### config.mk
export PLATFORM = sky130hd
export DESIGN_NAME = n64_line_phy
export DESIGN_NICKNAME = d
export VERILOG_FILES = /design/src/rtl/n64_line_phy.sv
export SDC_FILE = /design/constraint.sdc
export NUM_CORES = 1
export LEC_CHECK = 0
export BUFFER_PORTS_ARGS = -buffer_cell sky130_fd_sc_hd__buf_2
export CORE_ASPECT_RATIO = 0.6
export CORE_MARGIN = 1
export CORE_UTILIZATION = 50
export CTS_CLUSTER_DIAMETER = 40
export DETAILED_ROUTE_END_ITERATION = 10
export HOLD_SLACK_MARGIN = 0.03
export PLACE_DENSITY = 0.69
export SLEW_MARGIN = 20
export SYNTH_ARGS = -nofsm -noshare
export SYNTH_HDL_FRONTEND = slang
export SYNTH_SLANG_ARGS = --single-unit
### constraint.sdc
create_clock -name PCLK -period 4.01 [get_ports PCLK]
set_input_delay 0.6015 -clock PCLK [delete_from_list [all_inputs] [get_ports PCLK]]
set_output_delay 0.6015 -clock PCLK [all_outputs]
set_load 0.1 [all_outputs]
### src/rtl/n64_line_phy.sv
// N64 controller line PHY: serialises an 8-bit command onto the open-drain
// data line and deserialises the controller's 32-bit reply.
module n64_line_phy #(
  parameter int CLKS_PER_US = 100,
  parameter int TIMEOUT_US  = 100
) (
  input  logic        PCLK,
  input  logic        PRESERN,
  input  logic        start,
  input  logic [7:0]  cmd,
  input  logic        pin_in,
  output logic        pin_oe,
  output logic        busy,
  output logic        done,
  output logic        timeout_err,
  output logic [31:0] buttons
);

  localparam int TW = $clog2(4*CLKS_PER_US*TIMEOUT_US + 1);
  localparam logic [TW-1:0] T_1  = TW'(CLKS_PER_US - 1);
  localparam logic [TW-1:0] T_2  = TW'(2*CLKS_PER_US - 1);
  localparam logic [TW-1:0] T_3  = TW'(3*CLKS_PER_US - 1);
  localparam logic [TW-1:0] T_TO = TW'(TIMEOUT_US*CLKS_PER_US - 1);

  localparam logic [3:0] IDLE      = 4'd0;
  localparam logic [3:0] TX_LOW    = 4'd1;
  localparam logic [3:0] TX_HIGH   = 4'd2;
  localparam logic [3:0] TX_STOP   = 4'd3;
  localparam logic [3:0] RX_EDGE   = 4'd4;
  localparam logic [3:0] RX_SAMPLE = 4'd5;
  localparam logic [3:0] RX_HIGH   = 4'd6;
  localparam logic [3:0] RX_STOP   = 4'd7;
  localparam logic [3:0] FIN       = 4'd8;

  logic [3:0]    state;
  logic [TW-1:0] tcnt;
  logic [5:0]    bcnt;
  logic [31:0]   sh;
  logic [2:0]    sync;
  logic          pin_s, fall, tmo;

  // sync[1] is the synchronised level; sync[2] is its previous value for edge detection
  assign pin_s = sync[1];
  assign fall  = sync[2] & ~sync[1];
  assign tmo   = (tcnt == '0);

  // Combinational from state so an async reset releases the line immediately
  assign pin_oe = (state == TX_LOW) || (state == TX_STOP);
  assign busy   = (state != IDLE) && (state != FIN);
  assign done   = (state == FIN);

  always_ff @(posedge PCLK or negedge PRESERN) begin
    if (!PRESERN) sync <= 3'b111;
    else          sync <= {sync[1:0], pin_in};
  end

  always_ff @(posedge PCLK or negedge PRESERN) begin
    if (!PRESERN) begin
      state       <= IDLE;
      tcnt        <= '0;
      bcnt        <= '0;
      sh          <= '0;
      timeout_err <= 1'b0;
      buttons     <= '0;
    end else begin
      case (state)
        IDLE: if (start) begin
          sh    <= {cmd, 24'h0};
          bcnt  <= 6'd7;
          tcnt  <= cmd[7] ? T_1 : T_3;
          state <= TX_LOW;
        end
        TX_LOW: if (tmo) begin
          tcnt  <= sh[31] ? T_3 : T_1;
          state <= TX_HIGH;
        end else tcnt <= tcnt - TW'(1);
        // command bits leave MSB first from sh[31]
        TX_HIGH: if (tmo) begin
          if (bcnt == 6'd0) begin
            tcnt  <= T_1;
            state <= TX_STOP;
          end else begin
            bcnt  <= bcnt - 6'd1;
            sh    <= {sh[30:0], 1'b0};
            tcnt  <= sh[30] ? T_1 : T_3;
            state <= TX_LOW;
          end
        end else tcnt <= tcnt - TW'(1);
        TX_STOP: if (tmo) begin
          tcnt  <= T_TO;
          bcnt  <= 6'd31;
          state <= RX_EDGE;
        end else tcnt <= tcnt - TW'(1);
        RX_EDGE: if (fall) begin
          tcnt  <= T_2;
          state <= RX_SAMPLE;
        end else if (tmo) begin
          timeout_err <= 1'b1;
          state       <= FIN;
        end else tcnt <= tcnt - TW'(1);
        RX_SAMPLE: if (tmo) begin
          sh   <= {sh[30:0], pin_s};
          tcnt <= T_TO;
          if (bcnt == 6'd0) state <= RX_STOP;
          else begin
            bcnt  <= bcnt - 6'd1;
            state <= RX_HIGH;
          end
        end else tcnt <= tcnt - TW'(1);
        RX_HIGH: if (pin_s) begin
          state <= RX_EDGE;
          if (!tmo) tcnt <= tcnt - TW'(1);
        end else if (tmo) begin
          timeout_err <= 1'b1;
          state       <= FIN;
        end else tcnt <= tcnt - TW'(1);
        // all data is in hand; stop edge or quiet line both count as success
        RX_STOP: if (fall || tmo) begin
          timeout_err <= 1'b0;
          buttons     <= sh;
          state       <= FIN;
        end else tcnt <= tcnt - TW'(1);
        FIN:     state <= IDLE;
        default: state <= IDLE;
      endcase
    end
  end

endmodule

Word level (Yosys, flattened, before mapping)
Index checks and enable logic that the tools add are counted.
- bits in registers: 94
- output and inout bits: 36
- add/sub/neg operators: 2
- eq/ne operators: 21
- multiplexer cells: 39
- bitwise gates (word level): 2
- reductions and logical operators: 19
- operator list (operator ; count):
    2-to-1 mux 32 bit ; 4
    2-to-1 mux 16 bit ; 7
    case mux 16 bit (7 select lines) ; 1
    case mux 32 bit (3 select lines) ; 1
    2-to-1 mux 4 bit ; 9
    2-to-1 mux 9 bit ; 4
    case mux 4 bit (8 select lines) ; 1
    2-to-1 mux 6 bit ; 4
    != test 2 bit (second input constant) ; 11
    case mux 6 bit (3 select lines) ; 1
    == test 4 x 3 -> 1 bit (second input constant) ; 4
    zero test 16 bit ; 1
    subtractor 16 x 1 -> 16 bit (second input constant) ; 1
    AND reduction 5 bit ; 2
    nonzero test 3 bit ; 3
    == test 4 x 2 -> 1 bit (second input constant) ; 2
    nonzero test 7 bit ; 1
    zero test 6 bit ; 1
    AND reduction 6 bit ; 1
    subtractor 6 x 1 -> 6 bit (second input constant) ; 1
    2-to-1 mux 1 bit ; 5
    == test 4 x 1 -> 1 bit (second input constant) ; 1
    == test 4 bit (second input constant) ; 1
    zero test 4 bit ; 1
    other kinds (13) ; 15

Depth between registers and ports, before layout
Gate-level depths: netlist of the first run.
- depth after elaboration: 5
- depth in mapped cells: 12
- gate-level depth less buffers: 10

Least setup slack after synthesis of the first run
OpenSTA, ideal clock, no wires.
- path type: register to output
- from: register state[3]
- to: output port pin_oe
- data arrival time: 2.255 ns
- data required time: 3.408 ns
- path slack: 1.154 ns
- stages on the path, launching flop included: 5
- path buffers: 3
- cells stage by stage: dfrtp_1 buf_1 clkbuf_1 clkbuf_1 nor2_1
- cells in the longest elaborated chain, start to end: 2
- elaborated cells on any way between the ends: 3
- RTL lines (element ; line ; text):
    from (decl) ; 35 ; logic [3:0] state;
    from (signal assigned) ; 59 ; state <= IDLE;
    from (signal assigned) ; 71 ; state <= TX_LOW;
    from (signal assigned) ; 75 ; state <= TX_HIGH;
    == test 4 x 1 -> 1 bit or == test 4 x 2 -> 1 bit (tied branches) ; 48 ; assign pin_oe = (state == TX_LOW) || (state == TX_STOP);
    logical OR 1 bit * ; 48 ;
    to (decl) ; 12 ; output logic pin_oe,
Every way passes the cells marked *; elsewhere a longest branch is shown, timed or not.

Worst setup path after layout of the first run
- from: register tcnt[0]
- to: register sh[25]
- cells in the longest elaborated chain, start to end: 3
- elaborated cells on any way between the ends: 4
- RTL lines (element ; line ; text):
    from (decl) ; 36 ; logic [TW-1:0] tcnt;
    from (signal assigned) ; 70 ; tcnt <= cmd[7] ? T_1 : T_3;
    from (signal assigned) ; 74 ; tcnt <= sh[31] ? T_3 : T_1;
    from (signal assigned) ; 76 ; end else tcnt <= tcnt - TW'(1);
    zero test 16 bit * ; 45 ; assign tmo = (tcnt == '0);
    != test 2 bit (no line) ; n/a ;
    AND reduction 5 bit (no line) * ; n/a ;
    to (signal assigned) ; 68 ; sh <= {cmd, 24'h0};
    to (signal assigned) ; 84 ; sh <= {sh[30:0], 1'b0};
    to (signal assigned) ; 102 ; sh <= {sh[30:0], pin_s};
    to (decl) ; 38 ; logic [31:0] sh;
Marked as above.
A chain may end at the register's enable or synchronous reset.

==> results.json, run 1 <==
{
  "status": "finished, final reports clean",
  "hold_end": "sync[1]",
  "max-cap-violations": 0,
  "post-route-drc-count": 0,
  "coreArea_mm2": 0.00926,
  "antenna_found_initial": 0,
  "hold_path.class": "flip-flop to flip-flop",
  "fin_skew_ns": 0.00665,
  "setup_viol": 0,
  "drv_slew": 0,
  "ctsHoldBuffers": 0,
  "drtPass1Iterations": 5,
  "stdcell_count": 679,
  "port_buffers": 47,
  "syn_area_mm2": 0.00480,
  "reg2reg_from": "tcnt[0]",
  "cp_cell_sequence": "inv_1, ha_1, or3b_2, nor4_2, buf_4, inv_2, nor4b_4, a31o_2, buf_4, nor2_1, a31oi_1",
  "wl_per_cell_um": 17.4,
  "synth-seq-cells": 94,
  "timing.reg2reg.setup_slack_ns": 0.81,
  "synth_top_area_share_pct": 47.4,
  "insertion_delay_ns": 0.34,
  "clk_pin_slew_ns": 0.07,
  "cts.repair.resized": 0,
  "cts.sinks": 94,
  "cp_slowest_cell": "or3b_2",
  "cts_tree": "yes",
  "h-tree-depth": 3,
  "arrival_ns": 3.46,
  "synth_top_family_by_area": "simple AND/OR/NAND/NOR gates",
  "fin_nets": 559,
  "synth_compound_area_share_pct": 14.8,
  "multi_input_area_mm2": 0.00227,
  "cts_setup_buffers": 0,
  "grt_pass1_wl_um": 19400,
  "vias_per_cell": 6.00,
  "power_frac_comb_pct": 49.7,
  "ys_top_cells_by_area": "dfrtp_1 47%, mux2_2 7.7%, nand2_1 6.5%",
  "ant_nets": 0,
  "syn_nets": 524,
  "max_freq_mhz": 312,
  "hpwl_um": 8150,
  "hp-start": "sync[0]",
  "grt_overflow": 0,
  "drive_above_1_share_pct": 23.0,
  "yosysWarnings": 0,
  "finalCritPeriodShare_pct": 79.9,
  "hold_viol": 0,
  "synthXorXnorAreaFrac_pct": 0.547,
  "holdWs_ns": 0.356,
  "synth_top_area_cell": "dfrtp_1",
  "sequentialPowerShare_pct": 30.4,
  "power.internal_mw": 2.27,
  "synthSimpleGateAreaFrac_pct": 22.6,
  "ir_drop_mv": 0.469,
  "critPathBufInv": 4,
  "critPathMaxFanout": 38,
  "r2r-end": "sh[25]",
  "switchingPower_mw": 2.10,
  "ios": 48,
  "syn-instance-count": 509,
  "switching_share_pct": 48.0,
  "die_h_um": 77.9,
  "power_mw": 4.38,
  "cts_buffers": 9,
  "rows": 27,
  "crit_family": "simple AND/OR/NAND/NOR gates",
  "syn_to_final_growth_pct": 13.8,
  "async_flop_share_pct": 100,
  "synth_area_per_cell_um2": 9.44,
  "placedCellCount": 663,
  "p_clk_share_pct": 19.9,
  "critPathCaptureType": "flip-flop",
  "ys.flop_type": "dfrtp_1",
  "worst_pin_slew_ns": 1.02,
  "p_leak_nw": 2.61,
  "place.gp.congestion": 0.920,
  "hold_path_depth": 0,
  "drt_iter0_drc": 407,
  "rr_worst_depth": 11,
  "synth_edf_count": 0,
  "vias": 4073,
  "worstPathRequired_ns": 4.27,
  "synthAdderAreaFrac_pct": 0.781,
  "die_w_um": 129,
  "powerDensity_mw_per_mm2": 800,
  "period_needed_ns": 3.20,
  "rsz0062_at_grt": "false",
  "slowest_delay_ns": 0.53,
  "clockBufferDepth": 2,
  "dieArea_mm2": 0.0100,
  "grt.total_usage_pct": 25.1,
  "synth_seq_area_share_pct": 49.0,
  "grt_max_degree": 80,
  "postRouteWirelength_um": 11800,
  "root_buffer": "clkbuf_16",
  "n_antenna_cell": 0,
  "setup_tns_ns": 0,
  "relSlewSlack_pct": 32.0,
  "initial_core_util_pct": 51.9,
  "seqCellArea_mm2": 0.00236,
  "crit_top_cell": "buf_4",
  "synth_mux_area_share_pct": 7.94,
  "path_class": "flip-flop to flip-flop",
  "fill_cells": 818,
  "ys_types": 59,
  "grt_pass1_vias": 3756,
  "cp-start-kind": "flip-flop"
}
==> how the worst max path moves through the flow <==
stage,start,to,slack (ns),cells past startpoint
finish,tcnt[0],sh[25],0.81,11
global route,tcnt[0],sh[25],0.59,11
CTS,tcnt[0],sh[25],0.89,11
detailed placement,tcnt[0],sh[30],0.94,11
global placement,tcnt[0],buttons[16],1.00,9
floorplan,state[3],pin_oe,1.15,4
==> area by class of cell <==
class / count / share of cell area [%]
Tap cell: 130 / 2.98
Clock buffer: 11 / 4.44
Timing Repair Buffer: 57 / 5.95
Inverter: 12 / 0.824
Multi-Input combinational cell: 370 / 41.5
Clock inverter: 5 / 1.17
Sequential cell: 94 / 43.1
==> cells in the mapped netlist (all sizes together), types with 3 or more instances <==
cell,number
or4b,3
o21ai,32
nor3,14
nand3,26
nand2,83
nor2b,5
a31oi,12
buf,14
ha,3
nor4,7
mux2,33
o31ai,8
nor2,38
or3b,4
o211ai,4
o22ai,5
dfstp,3
nand3b,5
clkbuf,19
or4,6
xor2,3
a21oi,22
dfrtp,91
a211oi,7
a21o,4
nand2b,10
inv,12
or3,3
==> cell families after synthesis <==
kind of cell	Yosys count
adder cells (fa/ha/maj)	3
flip-flops	94
multiplexers	34
AO/OA/AOI/OAI	113
AND/OR/NAND/NOR	217
buffers and inverters	45
XOR/XNOR	3
==> per-stage QoR <==
step,area [um^2],utilization (%),setup WS [ns]
floorplan,4800,-,1.15
global placement,5150,55.7,1.00
detailed placement,5150,55.7,0.945
CTS,5460,59.0,0.886
global route,5470,59.1,0.595
finish,5470,59.1,0.807
==> worst register-to-register path, stage by stage, from the launching register on <==
cell	delay, ns
dfrtp_1	0.44
inv_1	0.11
ha_1	0.20
or3b_2	0.53
nor4_2	0.17
buf_4	0.29
inv_2	0.19
nor4b_4	0.40
a31o_2	0.16
buf_4	0.35
nor2_1	0.09
a31oi_1	0.17
==> registers in the layout, indices dropped and copies added, names as in the netlist <==
| register | count |
|---|---|
| state | 4 |
| tcnt | 16 |
| sync | 3 |
| bcnt | 6 |
| buttons | 32 |
| timeout_err | 1 |
| sh | 32 |
==> power groups by stage <==
stage / Clock [mW] / Combinational (mW) / Sequential (mW)
6_report: 0.872 / 2.17 / 1.33
5_1_grt: 0.934 / 2.35 / 1.36
3_5_place_dp: 0 / 2.12 / 1.34
2_1_floorplan: 0 / 1.38 / 1.58
4_1_cts: 0.892 / 2.13 / 1.32
3_3_place_gp: 0 / 2.07 / 1.33
==> placed cells by master, fill, tap and decap left out, drive strengths merged, types with 3 or more instances in the layout <==
cell type	n
nor3	14
o22ai	5
nand2	83
xor2	3
clkbuf	11
nor2	38
nand3b	5
buf	57
ha	3
o211ai	4
o21ai	32
nand2b	10
inv	14
nor2b	5
o31ai	8
a21o	4
or3	3
dfstp	3
or4	6
nor4	7
nand3	26
a31oi	12
or4b	3
a21oi	22
dfrtp	91
a211oi	7
mux2	33
or3b	4
==> per-layer routing <==
layer	GRT usage (%)	share of wire, %
met1	38.3	47
met2	34.2	42
met3	6.90	9.7
met4	7.41	1.2
met5	0	0
Note: power is estimated with default switching activity, not from simulation.
==> run 2, diff against run 1 <==
clock period = 3.1 ns   (was 4.01 ns; I/O delays follow)
==> results.json, run 2 (synthesized netlist as in run 1, its figures left out) <==
{
  "status": "finished, final reports clean",
  "wl_per_cell_um": 17.2,
  "finalCritPeriodShare_pct": 91.9,
  "critPathMaxFanout": 13,
  "gr-usage-met2_pct": 34.2,
  "grt.total_usage_pct": 25.8,
  "switchingPower_mw": 2.73,
  "hold_path.class": "primary input to asynchronous set/reset pin",
  "max-cap-violations": 0,
  "power_mw": 5.74,
  "die_w_um": 129,
  "reg.largest.list": "buttons x32, sh x32, tcnt x16",
  "met3_usage_pct": 8.90,
  "rsz0062_at_grt": "false",
  "grt_max_degree": 57,
  "ant_nets": 0,
  "antenna_found_initial": 0,
  "clockBufferDepth": 2,
  "ir_drop_mv": 0.754,
  "seqCellArea_mm2": 0.00236,
  "power.internal_mw": 3.02,
  "fin_skew_ns": 0.00598,
  "critPathCaptureType": "flip-flop",
  "arrival_ns": 3.03,
  "path_class": "flip-flop to flip-flop",
  "p_clk_share_pct": 19.8,
  "drtPass1Iterations": 6,
  "switching_share_pct": 47.5,
  "vias_per_cell": 5.93,
  "drt_iter0_drc": 399,
  "rows": 27,
  "relSlewSlack_pct": 36.7,
  "fill_cells": 813,
  "drive_above_1_share_pct": 24.5,
  "top_usage_layer": "met1",
  "ios": 48,
  "final_cell_mix": "91 x dfrtp_1, 83 x nand2_1, 46 x buf_2",
  "period_needed_ns": 2.85,
  "die_h_um": 77.9,
  "reg2reg_from": "tcnt[0]",
  "grt_pass1_vias": 3718,
  "h-tree-depth": 3,
  "fin_nets": 569,
  "startpoint": "tcnt[0]",
  "cts_setup_buffers": 0,
  "insertion_delay_ns": 0.34,
  "hpwl_um": 8250,
  "worstPathRequired_ns": 3.28,
  "layout_commonest_cell": "dfrtp_1",
  "initial_core_util_pct": 51.9,
  "coreArea_mm2": 0.00926,
  "n_antenna_cell": 0,
  "powerDensity_mw_per_mm2": 1040,
  "grt_pass1_wl_um": 19700,
  "port_buffers": 47,
  "sequentialPowerShare_pct": 30.8,
  "hold_viol": 0,
  "power_frac_comb_pct": 49.4,
  "worst_pin_slew_ns": 0.949,
  "postRouteWirelength_um": 11800,
  "setup_tns_ns": 0,
  "vias": 4086,
  "grt_overflow": 0,
  "dieArea_mm2": 0.0100,
  "root_buffer": "clkbuf_16",
  "p_leak_nw": 2.66,
  "clk_pin_slew_ns": 0.07,
  "cts_tree": "yes",
  "max_freq_mhz": 351,
  "multi_input_area_mm2": 0.00227,
  "cts_buffers": 9,
  "setup_viol": 0,
  "drv_slew": 0,
  "cp-start-kind": "flip-flop",
  "post-route-drc-count": 0,
  "cts.sinks": 94,
  "gr-usage-met1_pct": 39.7,
  "place.gp.congestion": 0.936,
  "syn_to_final_growth_pct": 15.5
}
run 2: worst paths after layout:
kind,slack (ns),depth (start not counted),to
max,0.25,10,tcnt[0]
min,0.17,1,buttons[20]
max reg2reg,0.25,10,tcnt[0]
min reg2reg,0.36,0,sync[1]
max in group asynchronous,2.13,2,tcnt[4]
min in group PCLK,0.21,1,sync[0]
run 2: layer usage:
layer,part of all wire (%),vias up
met5,0,-
met4,0.99,0
met3,10,15
met2,40,175
met1,49,1982
li1,-,1914
run 2: area by class of cell:
type | count | area share [%]
sequential | 94 | 42.5
multi-input combinational | 370 | 40.8
clock buffer | 11 | 4.37
timing repair buffer | 67 | 7.44
inverter | 12 | 0.812
clock inverter | 5 | 1.15
tap | 130 | 2.93
run 2: worst max-delay path, cell delays in order (launching register included):
cell,delay [ns]
dfrtp_1,0.43
inv_1,0.10
ha_1,0.20
or3b_2,0.53
nor4_2,0.23
inv_2,0.21
ha_1,0.31
nor2b_1,0.13
a31o_2,0.20
a221oi_1,0.24
a21oi_1,0.11
run 2: power by group through the flow:
stage,logic [mW],clock network [mW],registers (mW)
floorplan,1.79,0,2.04
global placement,2.74,0,1.76
detailed placement,2.78,0,1.77
CTS,2.78,1.16,1.75
global route,3.07,1.21,1.81
finish,2.84,1.14,1.77
run 2: timing repair:
| action | in CTS | in global routing |
|---|---|---|
| setup endpoints to repair | 0 | 2 |
| hold buffers | 0 | 0 |
| resized for setup | 0 | 1 |
run 2: stage by stage:
step / setup slack [ns] / instances / hold slack, ns / area, um^2 / utilization [%]
2_1_floorplan: 0.362 / 509 / 0.169 / 4800 / -
6_report: 0.250 / 689 / 0.167 / 5550 / 59.9
4_1_cts: 0.260 / 689 / 0.197 / 5550 / 59.9
3_5_place_dp: 0.280 / 673 / 0.347 / 5240 / 56.6
5_1_grt: 0.0679 / 689 / 0.201 / 5550 / 59.9
3_3_place_gp: 0.379 / 673 / 0.347 / 5240 / 56.6
